`config.mk`:
```
export PLATFORM = sky130hd
export DESIGN_NAME = id_ex_stage
export DESIGN_NICKNAME = d
export VERILOG_FILES = /design/src/rtl/id_ex_stage.sv
export SDC_FILE = /design/constraint.sdc
export NUM_CORES = 1
export LEC_CHECK = 0
export BUFFER_PORTS_ARGS = -buffer_cell sky130_fd_sc_hd__buf_2
export CAP_MARGIN = 20
export CORE_UTILIZATION = 45
export CTS_BUF_LIST = sky130_fd_sc_hd__clkbuf_4 sky130_fd_sc_hd__clkbuf_8
export DETAILED_ROUTE_END_ITERATION = 12
export PLACE_DENSITY_LB_ADDON = 0.05
export SYNTH_ARGS = -nofsm -noshare
export SYNTH_HDL_FRONTEND = slang
export SYNTH_SLANG_ARGS = --single-unit
export TNS_END_PERCENT = 100
```
`constraint.sdc`:
```
create_clock -name clk -period 2.15 [get_ports clk]
set_clock_uncertainty 0.1 [all_clocks]
set_input_delay 0.3225 -clock clk [delete_from_list [all_inputs] [get_ports clk]]
set_output_delay 0.3225 -clock clk [all_outputs]
set_load 0.1 [all_outputs]
```
`src/rtl/id_ex_stage.sv`:
```
// id_ex_stage: ID/EX pipeline register, operand forwarding and RAW hazard stall for the 32-bit ALU.
// Latency: one cycle from decode inputs to EX outputs; forwarding muxes and id_stall are combinational.
// Backpressure: id_stall holds decode/PC and injects a bubble into EX; flush discards and overrides stall.
//
// Ports:
//   clk, rst_n                       clock, asynchronous active-low reset
//   id_*                             decoded instruction and register-file read data from ID
//   flush                            discard the instruction entering EX (branch redirect)
//   exm_valid/exm_wen/exm_rd/exm_d   EX/MEM writer and its ALU result
//   wb_valid/wb_wen/wb_rd/wb_data    MEM/WB writer and its write-back data
//   id_stall                         hold decode and PC this cycle
//   ex_valid, ex_a, ex_b, ex_S,
//   ex_Cin, ex_rd, ex_wen, ex_is_load  EX-stage outputs to the ALU and EX/MEM register
//
// Configuration macro FWD_EN:
//   defined   - EX/MEM and MEM/WB forwarding; only a load-use pair stalls (one cycle).
//   undefined - no forwarding; ID stalls while any valid writer in EX, EX/MEM or MEM/WB
//               targets a source register that the ID instruction reads.

module id_ex_stage (
    input  logic        clk,
    input  logic        rst_n,
    input  logic        id_valid,
    input  logic [4:0]  id_rs1,
    input  logic [4:0]  id_rs2,
    input  logic [31:0] id_rs1_val,
    input  logic [31:0] id_rs2_val,
    input  logic [31:0] id_imm,
    input  logic        id_use_imm,
    input  logic [2:0]  id_S,
    input  logic        id_Cin,
    input  logic [4:0]  id_rd,
    input  logic        id_wen,
    input  logic        id_is_load,
    input  logic        flush,
    input  logic        exm_valid,
    input  logic        exm_wen,
    input  logic [4:0]  exm_rd,
    input  logic [31:0] exm_d,
    input  logic        wb_valid,
    input  logic        wb_wen,
    input  logic [4:0]  wb_rd,
    input  logic [31:0] wb_data,
    output logic        id_stall,
    output logic        ex_valid,
    output logic [31:0] ex_a,
    output logic [31:0] ex_b,
    output logic [2:0]  ex_S,
    output logic        ex_Cin,
    output logic [4:0]  ex_rd,
    output logic        ex_wen,
    output logic        ex_is_load
);

    logic        valid_q,   valid_d;
    logic [4:0]  rs1_q,     rs1_d;
    logic [4:0]  rs2_q,     rs2_d;
    logic [31:0] rs1_val_q, rs1_val_d;
    logic [31:0] rs2_val_q, rs2_val_d;
    logic [31:0] imm_q,     imm_d;
    logic        use_imm_q, use_imm_d;
    logic [2:0]  s_q,       s_d;
    logic        cin_q,     cin_d;
    logic [4:0]  rd_q,      rd_d;
    logic        wen_q,     wen_d;
    logic        is_load_q, is_load_d;

    logic        hazard;
    logic [31:0] opa;
    logic [31:0] opb_reg;

    // A writer conflicts with the ID instruction when it targets a nonzero register
    // that ID actually reads (rs2 is unused when the immediate feeds operand b).
    function automatic logic raw_hit(input logic wr_vld, input logic [4:0] wr_rd);
        return wr_vld && (wr_rd != 5'd0) &&
               ((wr_rd == id_rs1) || (!id_use_imm && (wr_rd == id_rs2)));
    endfunction

`ifdef FWD_EN
    // Youngest producer wins: EX/MEM is checked before MEM/WB.
    function automatic logic [31:0] fwd(input logic [4:0] src, input logic [31:0] reg_val);
        logic [31:0] res;
        res = reg_val;
        if (src != 5'd0) begin
            if (exm_valid && exm_wen && (exm_rd == src))
                res = exm_d;
            else if (wb_valid && wb_wen && (wb_rd == src))
                res = wb_data;
        end
        return res;
    endfunction

    // Only a load in EX cannot be bypassed yet: its data appears one stage later.
    assign hazard  = raw_hit(valid_q && wen_q && is_load_q, rd_q);
    assign opa     = fwd(rs1_q, rs1_val_q);
    assign opb_reg = fwd(rs2_q, rs2_val_q);
`else
    logic unused_fwd;

    // Without bypass every in-flight writer must drain past MEM/WB first.
    assign hazard  = raw_hit(valid_q && wen_q, rd_q) ||
                     raw_hit(exm_valid && exm_wen, exm_rd) ||
                     raw_hit(wb_valid && wb_wen, wb_rd);
    assign opa     = rs1_val_q;
    assign opb_reg = rs2_val_q;
    assign unused_fwd = ^{exm_d, wb_data, rs1_q, rs2_q};
`endif

    // Gating with rst_n releases a stall the moment reset asserts, even when the
    // conflicting writer sits in a downstream register this block does not reset.
    assign id_stall = rst_n && id_valid && !flush && hazard;

    always_comb begin
        valid_d   = valid_q;
        rs1_d     = rs1_q;
        rs2_d     = rs2_q;
        rs1_val_d = rs1_val_q;
        rs2_val_d = rs2_val_q;
        imm_d     = imm_q;
        use_imm_d = use_imm_q;
        s_d       = s_q;
        cin_d     = cin_q;
        rd_d      = rd_q;
        wen_d     = wen_q;
        is_load_d = is_load_q;
        if (flush || id_stall) begin
            // Bubble: only valid matters, payload fields are left as they were.
            valid_d = 1'b0;
        end else begin
            valid_d   = id_valid;
            rs1_d     = id_rs1;
            rs2_d     = id_rs2;
            rs1_val_d = id_rs1_val;
            rs2_val_d = id_rs2_val;
            imm_d     = id_imm;
            use_imm_d = id_use_imm;
            s_d       = id_S;
            cin_d     = id_Cin;
            rd_d      = id_rd;
            wen_d     = id_wen;
            is_load_d = id_is_load;
        end
    end

    always_ff @(posedge clk or negedge rst_n) begin
        if (!rst_n) begin
            valid_q   <= 1'b0;
            rs1_q     <= 5'd0;
            rs2_q     <= 5'd0;
            rs1_val_q <= 32'd0;
            rs2_val_q <= 32'd0;
            imm_q     <= 32'd0;
            use_imm_q <= 1'b0;
            s_q       <= 3'd0;
            cin_q     <= 1'b0;
            rd_q      <= 5'd0;
            wen_q     <= 1'b0;
            is_load_q <= 1'b0;
        end else begin
            valid_q   <= valid_d;
            rs1_q     <= rs1_d;
            rs2_q     <= rs2_d;
            rs1_val_q <= rs1_val_d;
            rs2_val_q <= rs2_val_d;
            imm_q     <= imm_d;
            use_imm_q <= use_imm_d;
            s_q       <= s_d;
            cin_q     <= cin_d;
            rd_q      <= rd_d;
            wen_q     <= wen_d;
            is_load_q <= is_load_d;
        end
    end

    assign ex_valid   = valid_q;
    assign ex_a       = opa;
    assign ex_b       = use_imm_q ? imm_q : opb_reg;
    assign ex_S       = s_q;
    assign ex_Cin     = cin_q;
    assign ex_rd      = rd_q;
    assign ex_wen     = valid_q && wen_q;
    assign ex_is_load = valid_q && is_load_q;

endmodule

```
---- Word-level counts from Yosys, hierarchy flattened ----
Cells that the tools add are included.
storage, ports and cells
  RAM bits ................................ 0
  output and inout bits ................... 77
  memory bits (read-only) ................. 0
  input bits .............................. 200
  memories kept ........................... 0
  flip-flop bits (word level) ............. 109
  logic and storage cells ................. 45
  bits in latches ......................... 0
cells by class
  reductions and logical operators ........ 27
  bitwise gates (word level) .............. 0
  $add $sub $neg .......................... 0
  div/mod/pow operators ................... 0
  multiplexer cells ....................... 2
  $lt $le $gt $ge ......................... 0
  eq/ne operators ......................... 6
  $mul .................................... 0
  shift operators ......................... 0
operators by type and width
  operator             number
  $mux W32             1
  $eq A5 B5 Y1         6
  $logic_and A1 B1 Y1  16
  $reduce_bool A5 Y1   3
  $logic_or A1 B1 Y1   6
  $logic_not A1 Y1     2
  $mux W1              1

---- Longest topological paths before layout ----
Gate-level depths: netlist of the first run.
  word-level depth ........................ 9
  gate-level depth with buffers ........... 10
  gate-level depth less buffers ........... 6

---- Worst setup path before layout of the first run ----
OpenSTA, ideal clock, no wires.
  path kind ............................... reg-to-output
  start ................................... reg valid_q, in the netlist ex_valid
  end ..................................... out id_stall
  required time ........................... 1.727 ns
  cell stages (with the launch flop) ...... 7
  arrival ................................. 4.521 ns
  buffers on the path ..................... 2
  setup slack ............................. -2.794 ns
  cell sequence ........................... dfrtp_1 and2_1 o21a_1 a222oi_1 buf_4 buf_2 nor3_1
on the way
  cells in the longest elaborated chain, start to end .. 6
RTL lines
  what                              line  source
  from (decl)                       55    logic valid_q, valid_d;
  from (signal assigned)            160   valid_q <= valid_d;
  $logic_and A1 B1 Y1               n/a
  net ex_wen                        51    output logic ex_wen,
  $logic_and A1 B1 Y1 (2 in a row)  75    return wr_vld && (wr_rd != 5'd0) &&
  $logic_or A1 B1 Y1                101   assign hazard = raw_hit(valid_q && wen_q, rd_q) ||
  $logic_or A1 B1 Y1                102   raw_hit(exm_valid && exm_wen, exm_rd) ||
  $logic_and A1 B1 Y1               111   assign id_stall = rst_n && id_valid && !flush && hazard;
  to (decl)                         44    output logic id_stall,
The timed path passes the listed nets, and every way through them passes these cells.

---- Worst setup path after layout of the first run ----
  start ................................... reg rd_q[1], in the netlist ex_rd[1]
  end ..................................... out id_stall
on the way
  cells in the longest elaborated chain, start to end .. 7
  elaborated cells between the ends (all ways) .. 10
  those cells by class .................... 2 x eq/ne; 8 x reduce/logical
RTL lines
  what                    line  source
  from (decl)             64    logic [4:0] rd_q, rd_d;
  from (signal assigned)  169   rd_q <= rd_d;
  $eq A5 B5 Y1            76    ((wr_rd == id_rs1) || (!id_use_imm && (wr_rd == id_rs2)));
  $logic_and A1 B1 Y1     76
  $logic_or A1 B1 Y1      76
  $logic_and A1 B1 Y1 *   75
  $logic_or A1 B1 Y1 *    101
  $logic_or A1 B1 Y1 *    102
  $logic_and A1 B1 Y1 *   111
Every way passes the cells marked *; elsewhere a longest branch is shown, timed or not.

==> metrics, run 1 <==
Skew-Pair Late Insertion Delay 0.39 ns; GPL Wtd Cong around 0.9; count leader, synth nand2_1; initial antenna violation count 0; Tcrit/Tclk final 127%; CTS sink count between 100 and 150; Slew headroom a little over half; biggest area consumer among synthesized cells dfrtp_1; crit path kind flop to primary output; Fin. Hold Viols 0; Syn Nets 1031; drt via density 5.95; failing checks negative setup slack; number of synthesized flops with an enable pin 0; Core ar. roughly 0.015 mm^2; I/O pin total between 200 and 300; die span in y approximately 130 um; CP max-delay cell or4_4; maximum number of pins on one net before global-route repair 108; Final setup viols 110; antenna viol nets, final 0; Max VDD drop 562 uV; GRT Util Overall approximately 30%; Seq/Total Area, Yosys between 30% and 40%; ys async rst share between 90% and 100%; Layout Cells excl Fill 1271; Core Rows 45; I/O Buffers 212; hold slack around 0.056 ns; Startpoint Class flop; Worst-Margin Slew 0.716 ns; Post-Place Cell Area 0.00920 mm^2; vias in the first global route 7348; status complete, but fails checks; Syn Std Cell Area approximately 0.007 mm^2; CP top delay family simple AND/OR/NAND/NOR gates; die width 129 um; Cells after Synth approximately 830; Lkg Pwr 0.00428 uW; ys flop type dfrtp_1; Total Power 7550 uW; TritonCTS Buffers 9; P&R area growth vs syn 41.3%; GRT overflow 0; Power Dens Cells between 700 and 800 mW/mm^2; CTS H-tree depth 3; CTS tree done; Distinct cells, synth 31; buffer and inverter count on the worst path 2; HPWL after detailed placement about 14000 um; final worst setup slack -0.583 ns; layout cells sized above 1 between 30% and 40%; fin. max-slew vios 0; clock slew seen by the registers of the worst setup and hold paths approximately 0.11 ns; Post-synth top cells 137 x nand2_1, 124 x nand3b_1, 109 x dfrtp_1; crit-path cells or4_4 -> o21a_1 -> a222oi_1 -> buf_4 -> nor3_4 -> buf_12; f_max ~370 MHz; unrepaired setup endpoints after global routing yes; placed cells 1213; DR WL/cell 19.4 um; Avg Cell Area, Syn around 8.7 um^2; Detailed Route Iter0 Violations ~670; DIE AREA approximately 0.017 mm^2; post-layout min period approximately 2.7 ns; Final nets between 1000 and 1500; crit-path max FO 3; clk buf depth 2; Setup WS pre-CTS -0.551 ns; r2r setup slk -0.54 ns; FF+latch count, synth about 110; register area 0.00274 mm^2; Critical Path RT approximately 1.7 ns; DRC violations left 0; maxcap violations 0; HP Class input pin to flop; Fill cells about 1300; top cell type's share of synthesized area between 30% and 40%; cell area after layout 0.0102 mm^2; total wire length 24700 um; Yosys warnings 0; largest cells by area after synthesis dfrtp_1 38%, nand3b_1 13%, nand4_1 7.5%; Critical Path AT about 2.3 ns; total number of vias about 7600; Clock Root Buffer clkbuf_8; multi-input logic area about 0.0041 mm^2; CP max stage delay between 0.5 and 0.6 ns; first-pass GRT wire length about 40000 um; Starting Density between 40 and 50%; First-pass DRT Iterations 5; CP Capture Type primary output
==> cell families (layout without fill, tap and decap cells) <==
logic type | count (synthesis) | after routing | share of synthesized area, %
buf+inv | 88 | 316 | 5.55
simple gates | 386 | 386 | 30.4
mux | 32 | 32 | 4.99
xor+xnor | 30 | 30 | 3.64
other cells | 0 | 1 | 0
flops | 109 | 109 | 37.8
compound gates | 186 | 186 | 17.6
==> cell type report <==
class	count	area share, %
multi-input cells	634	40.7
repair buffers	300	27.9
clock buffers	10	1.35
flip-flops and latches	109	26.9
well taps	211	2.59
diodes	1	0.0245
clock inverters	6	0.614
==> worst reg2reg max path, cell delays in order (launching register included) <==
cell	delay, ns
dfrtp_2	0.43
or4_4	0.53
o21a_1	0.20
a222oi_1	0.33
buf_4	0.20
buf_4	0.11
buf_6	0.09
and2b_4	0.30
clkbuf_16	0.21
a221o_1	0.13
==> cell usage in the layout, fill, tap and decap left out, drive strengths merged, types with 24 or more instances in the layout <==
master  count
a221o      46
nand3b    124
o211ai     24
nand2     137
mux2       32
buf       295
o21ai     108
nand4      87
xnor2      27
nand3      25
dfrtp     109
==> per-stage QoR <==
step	utilization, %	setup TNS [ns]
5_1_grt	66.1	-61.48
4_1_cts	66.3	-49.06
6_report	66.1	-44.59
3_5_place_dp	59.6	-42.57
3_3_place_gp	59.6	-41.65
2_1_floorplan	-	-42.37
==> power breakdown <==
group	internal [uW]	leakage (uW)	switching (uW)	total (uW)
sequential	2300	0.00122	229	2530
clock	567	0.0000943	770	1340
combinational	1250	0.00296	2430	3680
total	4120	0.00428	3430	7550
==> layer usage <==
layer | vias up | part of all wire (%) | global-route usage, %
li1 | 3564 | - | -
met1 | 3668 | 41 | 40.0
met2 | 299 | 49 | 49.6
met3 | 29 | 7.6 | 6.74
met4 | 0 | 1.9 | 9.20
met5 | - | 0 | 0
==> timing repair <==
item | CTS | global route
gates cloned | 16 | 5
buffers inserted | 25 | 6
pin swaps | 53 | 37
setup endpoints to repair | 136 | 110
hold endpoints to repair | 2 | 0
gates resized for setup | 39 | 10
hold buffers | 1 | 0
==> path summary, 6_finish.rpt <==
check / start / end / cells past startpoint
max in group asynchronous: rst_n / ex_rd[2] / 3
worst min-delay path: id_rs1_val[27] / ex_a[27] / 2
worst min register to register: imm_q[6] / imm_q[6] / 2
worst max register to register: ex_rd[1] / opb_reg[29] / 9
min in group asynchronous: rst_n / imm_q[31] / 3
worst max-delay path: ex_rd[1] / id_stall / 6
No activity file was read; power rests on OpenSTA's default activity.
==> run 2: changes to the inputs <==
--- a/config.mk
+++ b/config.mk
@@ -10,7 +10,9 @@
 export CORE_UTILIZATION = 45
 export CTS_BUF_LIST = sky130_fd_sc_hd__clkbuf_4 sky130_fd_sc_hd__clkbuf_8
 export DETAILED_ROUTE_END_ITERATION = 12
+export GPL_TIMING_DRIVEN = 0
 export PLACE_DENSITY_LB_ADDON = 0.05
+export SLEW_MARGIN = 20
 export SYNTH_ARGS = -nofsm -noshare
 export SYNTH_HDL_FRONTEND = slang
 export SYNTH_SLANG_ARGS = --single-unit
==> run 2 against run 1 <==
The flow still finishes with violations (negative setup slack). Clock-buffer cell count grew 3. Fmax shrank 4.7%. Wire length rose by 5.6%. Highest routed layer is now met5. Design area fell by 2.9%. Critical path depth rose by 1.
==> metrics, run 2 (synthesis gave the netlist of run 1 again) <==
Setup WS pre-CTS -1.01 ns (was -0.551 ns); WL met3 1900 um (was 1870 um); TritonCTS Buffers 9 (unchanged); clock slew seen by the registers of the worst setup and hold paths 0.10 ns (was 0.11 ns); DRC violations left 0 (unchanged); most frequent cells in the layout 183 x buf_2, 137 x nand2_1, 124 x nand3b_1, 108 x o21ai_0, 102 x dfrtp_1 (was 177 x buf_2, 137 x nand2_1, 124 x nand3b_1, 108 x o21ai_0, 102 x dfrtp_1); Skew-Pair Late Insertion Delay 0.40 ns (was 0.39 ns); I/O Buffers 212 (unchanged); First-pass DRT Iterations 5 (unchanged); CTS tree done (unchanged); DR WL/cell 19.8 um (was 19.4 um); f_max 349 MHz (was 366 MHz); maximum number of pins on one net before global-route repair 56 (was 108); uppermost layer routed met5 (was met4); status complete, but fails checks (unchanged); crit path kind flop to primary output (unchanged); Final nets 1300 (was 1254); CP Capture Type primary output (unchanged); GRT overflow 0 (unchanged); Slew headroom 48.7% (was 52.2%); failing checks negative setup slack (unchanged); P&R area growth vs syn 37.1% (was 41.3%); Fin Setup TNS -63.74 ns (was -44.59 ns); die width 129 um (unchanged); most common cell after layout, fill and taps aside buf_2 (unchanged); Max VDD drop 476 uV (was 562 uV); die span in y 129 um (unchanged); HPWL after detailed placement 17000 um (was 13900 um); fin util 64.1% (was 66.1%); Metal-1 WL 10600 um (was 10200 um); fin. max-slew vios 0 (unchanged); critical path launch point ex_rd[1] (unchanged); vias in the first global route 7340 (was 7348); I/O pin total 277 (unchanged); initial antenna violation count 3 (was 0); Critical Path AT 2.45 ns (was 2.31 ns); unrepaired setup endpoints after global routing yes (unchanged); total wire length 26100 um (was 24700 um); Detailed Route Iter0 Violations 616 (was 667); total number of vias 7880 (was 7560); Clock Root Buffer clkbuf_8 (unchanged); Power Dens Cells 726 mW/mm^2 (was 740 mW/mm^2); CTS H-tree depth 3 (unchanged); Tcrit/Tclk final 133% (was 127%); drt via density 5.98 (was 5.95); Total Power 7180 uW (was 7550 uW); hold_sp id_rs1_val[27] (unchanged); Core ar. 0.0154 mm^2 (unchanged); HP Class input pin to flop (unchanged); CTS sink count 109 (unchanged); Worst-Margin Slew 0.767 ns (was 0.716 ns); Starting Density 46.8% (unchanged); Fin. Hold Viols 0 (unchanged); DIE AREA 0.0165 mm^2 (unchanged); Final setup viols 110 (unchanged); final worst setup slack -0.718 ns (was -0.583 ns); GPL Wtd Cong 0.835 (was 0.924); clk buf depth 2 (unchanged); post-layout min period 2.87 ns (was 2.73 ns); GRT Util Overall 30.2% (was 30.3%); Lkg Pwr 0.00415 uW (was 0.00428 uW); Critical Path RT 1.73 ns (about the same); layout cells sized above 1 31.7% (was 34.5%); Fill cells 1343 (was 1280); Core Rows 45 (unchanged); maxcap violations 0 (unchanged); metal2 WL 12800 um (was 12200 um); first-pass GRT wire length 38500 um (was 39300 um); antenna viol nets, final 0 (unchanged); crit-path max FO 3 (unchanged); Startpoint Class flop (unchanged); R2R Path Start ex_rd[2] (was ex_rd[1])
## run 2: cell types whose count changed in the layout (fill, tap and decap cells not counted), moves of 4 or more
| cell | delta |
|---|---|
| clkbuf_16 | +15 |
| clkbuf_4 | +10 |
| buf_8 | +13 |
| buf_1 | +6 |
| buf_2 | +6 |
| buf_16 | -7 |
| clkbuf_2 | +4 |
| clkbuf_1 | +53 |
| buf_4 | -6 |
| buf_12 | -49 |
## run 2: area by class of cell
| class | count | area (um^2) | share of cell area [%] |
|---|---|---|---|
| diodes | 1 | 2.50 | 0.0253 |
| plain buffers | 81 | 492 | 4.97 |
| clock buffers | 13 | 179 | 1.81 |
| clock inverters | 3 | 17.5 | 0.177 |
| multi-input cells | 636 | 4160 | 42.1 |
| flip-flops and latches | 109 | 2740 | 27.7 |
| well taps | 211 | 264 | 2.67 |
| repair buffers | 263 | 2040 | 20.6 |
## run 2: critical path, stage by stage, from the launching register on
cell and delay, ns:
dfrtp_2 0.43, or4_4 0.53, o21a_1 0.21, a222oi_1 0.34
buf_4 0.19, buf_8 0.10, nor3_4 0.04, buf_12 0.20
## run 2: report_power, final
| part | total (uW) | internal, uW | switching (uW) | leakage (uW) |
|---|---|---|---|---|
| Clock | 1290 | 546 | 744 | 0.000101 |
| Combinational | 3350 | 955 | 2390 | 0.00283 |
| Sequential | 2540 | 2300 | 239 | 0.00122 |
| Total | 7180 | 3800 | 3380 | 0.00415 |
## run 2: stage by stage
step           hold slack (ns)  area [um^2]  cells
2_1_floorplan          -0.0731         7280    831
5_1_grt                 0.0413         9890   1317
6_report                0.0567         9890   1317
4_1_cts                 0.0368         9150   1280
3_3_place_gp             0.409         8610   1254
3_5_place_dp             0.243         8640   1255
## run 2: final timing paths
kind	to	depth (start not counted)	slack (ns)
worst max register to register	ex_rd[1]	12	-0.67
worst min register to register	opb_reg[20]	2	0.44
max in group asynchronous	opb_reg[24]	4	1.09
worst max-delay path	id_stall	7	-0.72
worst min-delay path	ex_a[27]	2	0.06
min in group asynchronous	ex_a[22]	4	0.57
## run 2: repair_timing
action	in CTS	in global routing
pin swaps	2	61
endpoints found under the hold margin	55	0
buffers inserted	7	19
hold buffers	5	0
gates resized for setup	60	50
gates cloned	0	21
endpoints found under the setup margin	142	118
## run 2: per-layer routing
layer	up-vias	GRT usage, %
met1	3806	38.4
met3	62	7.03
met2	346	49.1
met5	-	0
li1	3664	-
met4	2	13.1
